[src/rtl/memif_if.sv]
// memif_if: bundle of the serdes and dual-port memory signals seen by the memif bridge.
//   dataReady        serdes has a complete inPacket (rising edge = transfer)
//   inPacket         received packet from the serdes
//   outPacket        packet the serdes shifts out on the next transfer
//   rd_addr/rd_data  memory read port (rd_data arrives one cycle after rd_addr)
//   wr_addr/wr_data  memory write port, qualified by the one-cycle wr_enable strobe
//   inPacketIsValid  combinational framing check of inPacket
// The slave modport is the bridge's view; the master modport is the serdes/memory side.
interface memif_if #(
    parameter int unsigned WORD_WIDTH = 8,
    parameter int unsigned ADDR_WIDTH = 8
);
    localparam int unsigned PACKET_WIDTH = WORD_WIDTH + 4;

    logic                    dataReady;
    logic [PACKET_WIDTH-1:0] inPacket;
    logic [PACKET_WIDTH-1:0] outPacket;
    logic [ADDR_WIDTH-1:0]   rd_addr;
    logic [WORD_WIDTH-1:0]   rd_data;
    logic [ADDR_WIDTH-1:0]   wr_addr;
    logic [WORD_WIDTH-1:0]   wr_data;
    logic                    wr_enable;
    logic                    inPacketIsValid;

    modport master (
        output dataReady, inPacket, rd_data,
        input  outPacket, rd_addr, wr_addr, wr_data, wr_enable, inPacketIsValid
    );

    modport slave (
        input  dataReady, inPacket, rd_data,
        output outPacket, rd_addr, wr_addr, wr_data, wr_enable, inPacketIsValid
    );
endinterface

[src/rtl/memif.sv]
// memif: packet-to-memory bridge between an SPI serdes and a dual-port memory.
// Ports:
//   clk    system clock
//   reset  synchronous, active-high
//   bus    memif_if.slave (serdes packet handshake plus memory read/write ports)
// After reset or resync the first valid packet sets the read pointer, the second sets
// the write pointer, and every following packet is written to memory. Each cycle the
// memory word at the read pointer is framed into outPacket for the next transfer.
module memif #(
    parameter int unsigned WORD_WIDTH = 8,
    parameter int unsigned ADDR_WIDTH = 8
) (
    input logic   clk,
    input logic   reset,
    memif_if.slave bus
);
    localparam int unsigned PW = WORD_WIDTH + 4;
    localparam int unsigned NW = WORD_WIDTH / 2;
    localparam logic [ADDR_WIDTH-1:0] AddrOne = 1;

    typedef enum logic [1:0] {StRdAddr, StWrAddr, StData} state_t;

    state_t                state_q;
    logic                  ready_prev_q;
    logic [ADDR_WIDTH-1:0] rd_addr_q;
    logic [ADDR_WIDTH-1:0] wr_ptr_q;
    logic [ADDR_WIDTH-1:0] wr_addr_q;
    logic [WORD_WIDTH-1:0] wr_data_q;
    logic                  wr_enable_q;
    logic [PW-1:0]         out_packet_q;

    logic [WORD_WIDTH-1:0] word;
    logic [ADDR_WIDTH-1:0] word_addr;
    logic                  packet_valid;
    logic                  transfer;

    function automatic logic [PW-1:0] pack(input logic [WORD_WIDTH-1:0] w);
        return {2'b01, w[WORD_WIDTH-1:NW], 2'b10, w[NW-1:0]};
    endfunction

    assign word         = {bus.inPacket[PW-3:NW+2], bus.inPacket[NW-1:0]};
    assign packet_valid = (bus.inPacket[PW-1:PW-2] == 2'b01) &&
                          (bus.inPacket[NW+1:NW] == 2'b10);
    // Only the rising edge of dataReady counts, so a held level is a single transfer.
    assign transfer     = bus.dataReady && !ready_prev_q;

    generate
        if (ADDR_WIDTH <= WORD_WIDTH) begin : g_addr_trunc
            assign word_addr = word[ADDR_WIDTH-1:0];
        end else begin : g_addr_zext
            assign word_addr = {{(ADDR_WIDTH - WORD_WIDTH){1'b0}}, word};
        end
    endgenerate

    always_ff @(posedge clk) begin
        if (reset) begin
            state_q      <= StRdAddr;
            ready_prev_q <= 1'b0;
            rd_addr_q    <= '0;
            wr_ptr_q     <= '0;
            wr_addr_q    <= '0;
            wr_data_q    <= '0;
            wr_enable_q  <= 1'b0;
            out_packet_q <= pack('0);
        end else begin
            ready_prev_q <= bus.dataReady;
            wr_enable_q  <= 1'b0;
            out_packet_q <= pack(bus.rd_data);
            if (transfer) begin
                if (!packet_valid) begin
                    // Bad framing is the host's resync request: restart at the read address.
                    state_q <= StRdAddr;
                end else begin
                    unique case (state_q)
                        StRdAddr: begin
                            rd_addr_q <= word_addr;
                            state_q   <= StWrAddr;
                        end
                        StWrAddr: begin
                            wr_ptr_q <= word_addr;
                            state_q  <= StData;
                        end
                        StData: begin
                            wr_addr_q   <= wr_ptr_q;
                            wr_data_q   <= word;
                            wr_enable_q <= 1'b1;
                            wr_ptr_q    <= wr_ptr_q + AddrOne;
                            rd_addr_q   <= rd_addr_q + AddrOne;
                        end
                        default: state_q <= StRdAddr;
                    endcase
                end
            end
        end
    end

    assign bus.rd_addr         = rd_addr_q;
    assign bus.wr_addr         = wr_addr_q;
    assign bus.wr_data         = wr_data_q;
    assign bus.wr_enable       = wr_enable_q;
    assign bus.outPacket       = out_packet_q;
    assign bus.inPacketIsValid = packet_valid;
endmodule

[src/flat_wrapper.sv]
// flat-port wrapper written by rule: the top's interface ports become plain ports
module memif_flat 
#(
    parameter int unsigned WORD_WIDTH = 8,
    parameter int unsigned ADDR_WIDTH = 8
)
  (clk, reset, bus_dataReady, bus_inPacket, bus_rd_data, bus_outPacket, bus_rd_addr, bus_wr_addr, bus_wr_data, bus_wr_enable, bus_inPacketIsValid);
  memif_if #(.WORD_WIDTH(WORD_WIDTH), .ADDR_WIDTH(ADDR_WIDTH)) bus_i ();
  input logic clk;
  input logic reset;
  input wire logic [$bits(bus_i.dataReady)-1:0] bus_dataReady;
  input wire logic [$bits(bus_i.inPacket)-1:0] bus_inPacket;
  input wire logic [$bits(bus_i.rd_data)-1:0] bus_rd_data;
  output wire logic [$bits(bus_i.outPacket)-1:0] bus_outPacket;
  output wire logic [$bits(bus_i.rd_addr)-1:0] bus_rd_addr;
  output wire logic [$bits(bus_i.wr_addr)-1:0] bus_wr_addr;
  output wire logic [$bits(bus_i.wr_data)-1:0] bus_wr_data;
  output wire logic [$bits(bus_i.wr_enable)-1:0] bus_wr_enable;
  output wire logic [$bits(bus_i.inPacketIsValid)-1:0] bus_inPacketIsValid;
  assign bus_i.dataReady = bus_dataReady;
  assign bus_i.inPacket = bus_inPacket;
  assign bus_i.rd_data = bus_rd_data;
  assign bus_outPacket = bus_i.outPacket;
  assign bus_rd_addr = bus_i.rd_addr;
  assign bus_wr_addr = bus_i.wr_addr;
  assign bus_wr_data = bus_i.wr_data;
  assign bus_wr_enable = bus_i.wr_enable;
  assign bus_inPacketIsValid = bus_i.inPacketIsValid;
  memif #(.WORD_WIDTH(WORD_WIDTH), .ADDR_WIDTH(ADDR_WIDTH)) u_core (.clk(clk), .reset(reset), .bus(bus_i));
endmodule
[config.mk]
export PLATFORM = sky130hd
export DESIGN_NAME = memif_flat
export DESIGN_NICKNAME = d
export VERILOG_FILES = /design/src/rtl/memif_if.sv /design/src/rtl/memif.sv /design/src/flat_wrapper.sv
export SDC_FILE = /design/constraint.sdc
export NUM_CORES = 1
export LEC_CHECK = 0
export ABC_CLOCK_PERIOD_IN_PS = 1600
export CAP_MARGIN = 30
export CORE_MARGIN = 2
export CORE_UTILIZATION = 47
export DETAILED_ROUTE_END_ITERATION = 12
export GPL_ROUTABILITY_DRIVEN = 0
export PLACE_DENSITY = 0.87
export SYNTH_ARGS = -nofsm -noshare
export SYNTH_HDL_FRONTEND = slang
export SYNTH_SLANG_ARGS = --single-unit
[constraint.sdc]
create_clock -name clk -period 1.6 [get_ports clk]
set_input_delay 0.32 -clock clk [delete_from_list [all_inputs] [get_ports clk]]
set_output_delay 0.32 -clock clk [all_outputs]
set_load 0.02 [all_outputs]
==> impl_results.md, run 1 <==
- Status: complete, no violations
- Layout cells sized above 1: 16.2%
- Seq cells post-synth: 44
- # H-tree levels: 2
- Global route overflow: 0
- Die area: 4920 um^2
- CP Launch Type: flip-flop
- DR pass1 iterations: 4
- Lkg Pwr: 1.40 nW
- CP Cell Sequence: clkdlybuf4s50_1
- TritonCTS Buffers: 5
- CTS tree: yes
- ANT nets after route: 0
- Delay-heaviest family, CP: buffers and inverters
- Filler cell count: 354
- CP max FO: 2
- Crit path capture type: output pin
- Final hold slack: 0.498 ns
- Cell Area, Synth: 2060 um^2
- Core ar.: 4290 um^2
- Routed vias: 1902
- Pwr/cell area: 703 nW/um^2
- Crit path kind: flip-flop to output pin
- Nets@finish: 330
- Area delta synth->final: 42.7%
- Num ports: 61
- Drt total wl: 5.01 mm
- Worst path bufs/invs: 1
- Max-capacitance violation count: 0
- Routed length per placed instance: 14.1 um
- Hold-fix buffers, CTS: 0
- Clock sinks: 44
- Critical path's largest stage delay: 0.61 ns
- Starting Density: 47.9%
- Most frequent cells in the layout: 41 x dfxtp_1, 40 x clkdlybuf4s50_1, 28 x nor2_1
- Tot Pwr: 2.06 mW
- F_max: 638 MHz
- Worst skew pair latency: 0.30 ns
- Worst Skew: 0.00403 ns
- Row Count: 24
- Period Utilization, post-route: 98.0%
- Die X: 70.2 um
- CP Data Required Time: 1.28 ns
- Initial antenna violation count: 0
- CTS Buffer Depth: 2
- Critical Path AT: 1.25 ns
- Post-CTS setup buffers: 0
- Hold crit path type: flip-flop to flip-flop
- Die boundary height: 70.2 um
- Slowest stage cell on the critical path: clkdlybuf4s50_1
- Placed wire-length estimate: 3.73 mm
- Vias in the first global route: 1817
- Clock root cell: clkbuf_8
- Most common cell after layout, fill and taps aside: dfxtp_1
- Sequential area share after synthesis: 42.8%
- GRT Overall Usage: 21.6%
- VDD IR-drop max: 789 uV
- Number of different library cells in the post-synthesis netlist: 41
- Endpoints failing hold: 0
- Slew Limit Fails: 0
- Clk pin slew, worst setup/hold paths: 0.08 ns
- First-pass GRT wire length: 8.47 mm
- YS warnings: 0
- Ant. Diodes: 0
- Setup_tns: 0 ns
- Iter 0 DRT Violations: 111
- Vias per cell: 5.37
- Placed Cells: 346
- RSZ-0062 raised after global routing: yes
- Synth Instances: 230
- Tmin final: 1.57 ns
- Post-Layout Cell Count: 354
- Port buffer count: 56
- Setup Viol. Count Final: 0
- DRC Markers: 0
- Largest net degree at the start of global routing: 18
- Syn Area/Cell: 8.95 um^2
-- synthesized netlist by cell type (all sizes together) --
library cell | count | area, um^2
o22ai | 2 | 12.5
buf | 11 | 80.1
o31a | 1 | 8.76
nand3 | 8 | 45.0
conb | 2 | 7.51
ha | 6 | 75.1
and3 | 2 | 12.5
a211oi | 2 | 15.0
nor2 | 29 | 109
nand2b | 4 | 25.0
nand4bb | 1 | 27.5
o32ai | 2 | 17.5
and4 | 3 | 26.3
or2 | 1 | 6.26
o21ai | 17 | 85.1
nand2 | 10 | 37.5
nand4 | 1 | 6.26
dfxtp | 44 | 881
a21oi | 15 | 78.8
a311oi | 2 | 23.8
a22oi | 2 | 15.0
nor3b | 2 | 15.0
o221ai | 1 | 8.76
and2 | 4 | 25.0
clkbuf | 5 | 18.8
mux2i | 18 | 180
inv | 4 | 15.0
and4b | 1 | 10.0
a41oi | 1 | 8.76
nor3 | 9 | 56.3
nor2b | 13 | 81.3
and2b | 1 | 7.51
or3 | 2 | 12.5
clkinv | 1 | 5.00
a31oi | 3 | 18.8
-- what timing repair did --
action / 4_1_cts / 5_1_grt
gates resized for setup: 15 / 22
pin swaps: 0 / 4
endpoints found under the setup margin: 31 / 38
hold endpoints to repair: 0 / 0
cloned: 0 / 0
-- state kept, by name (all words and copies together), names as in the netlist --
name / flops
u_core.bus.rd_addr: 8
u_core.bus.wr_addr: 8
u_core.wr_ptr_q: 8
u_core.bus.wr_data: 8
u_core.state_q: 2
u_core.bus.outPacket: 8
u_core.bus.wr_enable: 1
u_core.ready_prev_q: 1
-- power breakdown --
part | switching (mW) | internal [mW] | total [mW]
sequential | 0.00676 | 1.11 | 1.12
clock | 0.388 | 0.345 | 0.733
combinational | 0.0972 | 0.118 | 0.215
total | 0.492 | 1.57 | 2.06
-- through the flow --
| step | worst slack, ns | cell area, um^2 | util, % |
|---|---|---|---|
| detailed placement | -0.373 | 2780 | 64.8 |
| global placement | -0.333 | 2780 | 64.8 |
| floorplan | 0.0922 | 2070 | - |
| CTS | 0.00349 | 2880 | 67.1 |
| finish | 0.0320 | 2940 | 68.4 |
| global route | -0.0150 | 2940 | 68.4 |
-- layout make-up --
type	instances	area, um^2	share of cell area (%)
repair buffers	78	768	26.2
clock inverters	2	10.0	0.341
inverters	5	20.0	0.682
multi-input cells	167	1110	37.7
clock buffers	6	82.6	2.81
flip-flops and latches	44	885	30.1
well taps	52	65.1	2.22
-- layer usage --
layer  GRT usage (%)  routed length (um)  part of all wire, %  vias to the layer above
met4            7.48                 131                  2.6                        0
met1            26.3                2180                   44                      881
met5               0                   0                    0                        -
met3            6.93                 266                  5.3                       15
met2            36.1                2420                   48                       63
li1                -                   -                    -                      943
-- final timing paths --
check                        startpoint               endpoint  slack, ns  cells after the start
setup / recovery  u_core.bus.rd_addr[5]         bus_rd_addr[5]       0.03                      1
hold reg to reg   u_core.bus.wr_data[5]  u_core.bus.wr_data[5]       0.50                      2
setup reg to reg      u_core.state_q[0]     u_core.wr_ptr_q[0]       0.11                      5
hold / removal    u_core.bus.wr_data[5]  u_core.bus.wr_data[5]       0.50                      2
-- logic make-up after synthesis --
| kind of cell | synth area share [%] |
|---|---|
| DFF | 42.8 |
| muxes | 8.75 |
| other | 0.365 |
| adders and majority gates | 3.65 |
| and+or+nand+nor | 24.4 |
| AOI/OAI and AO/OA | 14.2 |
| buffers and inverters | 5.77 |
Power figures use the tool's default switching activity.
==> inputs of run 2 (changes only) <==
--- a/config.mk
+++ b/config.mk
@@ -8,10 +8,12 @@
 export ABC_CLOCK_PERIOD_IN_PS = 1600
 export CAP_MARGIN = 30
 export CORE_MARGIN = 2
-export CORE_UTILIZATION = 47
+export CORE_UTILIZATION = 49
+export CTS_BUF_LIST = sky130_fd_sc_hd__clkbuf_2
+export CTS_CLUSTER_SIZE = 10
 export DETAILED_ROUTE_END_ITERATION = 12
 export GPL_ROUTABILITY_DRIVEN = 0
-export PLACE_DENSITY = 0.87
+export PLACE_DENSITY = 0.9
 export SYNTH_ARGS = -nofsm -noshare
 export SYNTH_HDL_FRONTEND = slang
 export SYNTH_SLANG_ARGS = --single-unit
==> impl_results.md, run 2 (synthesis gave the netlist of run 1 again) <==
- Status: complete, no violations
- Pwr/cell area: 694 nW/um^2
- Most frequent cells in the layout: 41 x dfxtp_1, 33 x dlygate4sd2_1, 28 x nor2_1
- Worst Reg-to-Reg Cells: 6
- Crit path capture type: output pin
- Worst skew pair latency: 0.43 ns
- GRT Overall Usage: 22.6%
- Filler cell count: 335
- Storage element area: 885 um^2
- CTS tree: yes
- Period Utilization, post-route: 96.1%
- Initial antenna violation count: 0
- Most common cell after layout, fill and taps aside: dfxtp_1
- Setup_tns: 0 ns
- CP Launch Type: primary input
- RSZ-0062 raised after global routing: yes
- Critical Path AT: 1.22 ns
- Hold depth: 2
- Layout cells sized above 1: 16.1%
- Ant. Diodes: 0
- Endpoints failing hold: 0
- CP Data Required Time: 1.28 ns
- Core ar.: 4030 um^2
- Die X: 68.8 um
- CP max FO: 6
- Setup Viol. Count Final: 0
- ANT nets after route: 0
- Setup WS post-layout: 0.0626 ns
- First-pass GRT wire length: 7.96 mm
- Routed vias: 1927
- Slew Limit Fails: 0
- DR pass1 iterations: 4
- Worst R2R End: u_core.bus.rd_addr[2]
- Die boundary height: 68.8 um
- Global route overflow: 0
- Num ports: 61
- DRC Markers: 0
- Placed wire-length estimate: 3.76 mm
- Vias in the first global route: 1728
- Starting Density: 51.1%
- Die area: 4730 um^2
- Clock root cell: clkbuf_2
- Port buffer count: 56
- Area occupied by multi-input gates: 1090 um^2
- Largest net degree at the start of global routing: 21
- Vias per cell: 5.43
- Reg2reg start: u_core.state_q[1]
- Row Count: 23
- Routed length per placed instance: 14.3 um
- Iter 0 DRT Violations: 121
- CTS Buffer Depth: 2
- Pre-CTS WS: -0.388 ns
- Clock sinks: 44
- Area delta synth->final: 38.8%
- Hold crit path type: primary input to flip-flop
- TritonCTS Buffers: 5
- WHS Endpoint: u_core.bus.outPacket[9]
- # H-tree levels: 2
- F_max: 650 MHz
- Drt total wl: 5.06 mm
- HP Start: bus_rd_data[7]
- Reg2Reg Setup Slack: 0.06 ns
- VDD IR-drop max: 471 uV
- Worst Skew: 0.0181 ns
- Tmin final: 1.54 ns
- Lkg Pwr: 1.34 nW
- Clk pin slew, worst setup/hold paths: 0.22 ns
- Nets@finish: 333
- Crit path kind: primary input to output pin
- Max-capacitance violation count: 0
run 2: cell count changes in the layout (fill, tap and decap cells not counted), sizes merged:
cell	previous run	this run
buf	23	25
bufinv	0	1
clkbuf	6	5
clkdlybuf4s50	40	22
clkinv	3	1
clkinvlp	0	2
dlygate4sd2	6	33
dlymetal6s2s	9	0
nor3	9	10
run 2: worst max-delay path by stage:
stage	from	slack (ns)	to	cells after the start
floorplan	u_core.bus.rd_addr[0]	0.09	u_core.bus.rd_addr[6]	5
global placement	bus_inPacket[10]	-0.39	bus_inPacketIsValid	4
detailed placement	bus_inPacket[10]	-0.39	bus_inPacketIsValid	4
CTS	u_core.state_q[0]	0.02	u_core.bus.rd_addr[2]	6
global route	u_core.state_q[0]	-0.04	u_core.bus.rd_addr[4]	7
finish	bus_inPacket[4]	0.06	bus_inPacketIsValid	4
run 2: per-layer routing:
layer / global-route usage [%] / up-vias / part of all wire [%] / wire length, um
met2: 38.1 / 85 / 47 / 2400
met1: 28.6 / 873 / 42 / 2140
met3: 3.90 / 13 / 8.3 / 421
met5: 0 / - / 0 / 0
li1: - / 956 / - / -
met4: 8.58 / 0 / 1.9 / 95
run 2: layout make-up:
class	instances	share of cell area (%)
clock buffer	5	0.876
clock inverter	3	1.62
inverter	5	0.832
multi-input combinational	168	38.3
sequential	44	31.0
tap	50	2.19
timing repair buffer	80	25.3
run 2: critical path, stage by stage:
cell and delay (ns):
clkdlybuf4s50_1 0.46, nand4bb_4 0.16, clkinv_2 0.11, buf_4 0.17
run 2: what timing repair did:
item                       CTS  global route
resized for setup           38             9
setup buffers                0             2
pin swaps                    0             1
setup endpoints to repair   43            15
hold buffers                 0             0
cloned                       0             1
run 2: through the flow:
step / hold WS [ns] / total power, mW / std cells / util, % / cell area (um^2)
global placement: 0.478 / 1.35 / 344 / 69.0 / 2780
global route: 0.400 / 2.06 / 355 / 70.9 / 2860
finish: 0.429 / 1.98 / 355 / 70.9 / 2860
detailed placement: 0.489 / 1.35 / 344 / 69.0 / 2780
floorplan: 0.448 / 1.24 / 232 / - / 2070
CTS: 0.415 / 1.99 / 352 / 69.7 / 2810
run 2: report_power, final:
group / switching, mW / total, mW / internal, mW
registers: 0.00465 / 1.12 / 1.11
clock network: 0.392 / 0.661 / 0.269
logic: 0.0994 / 0.205 / 0.105
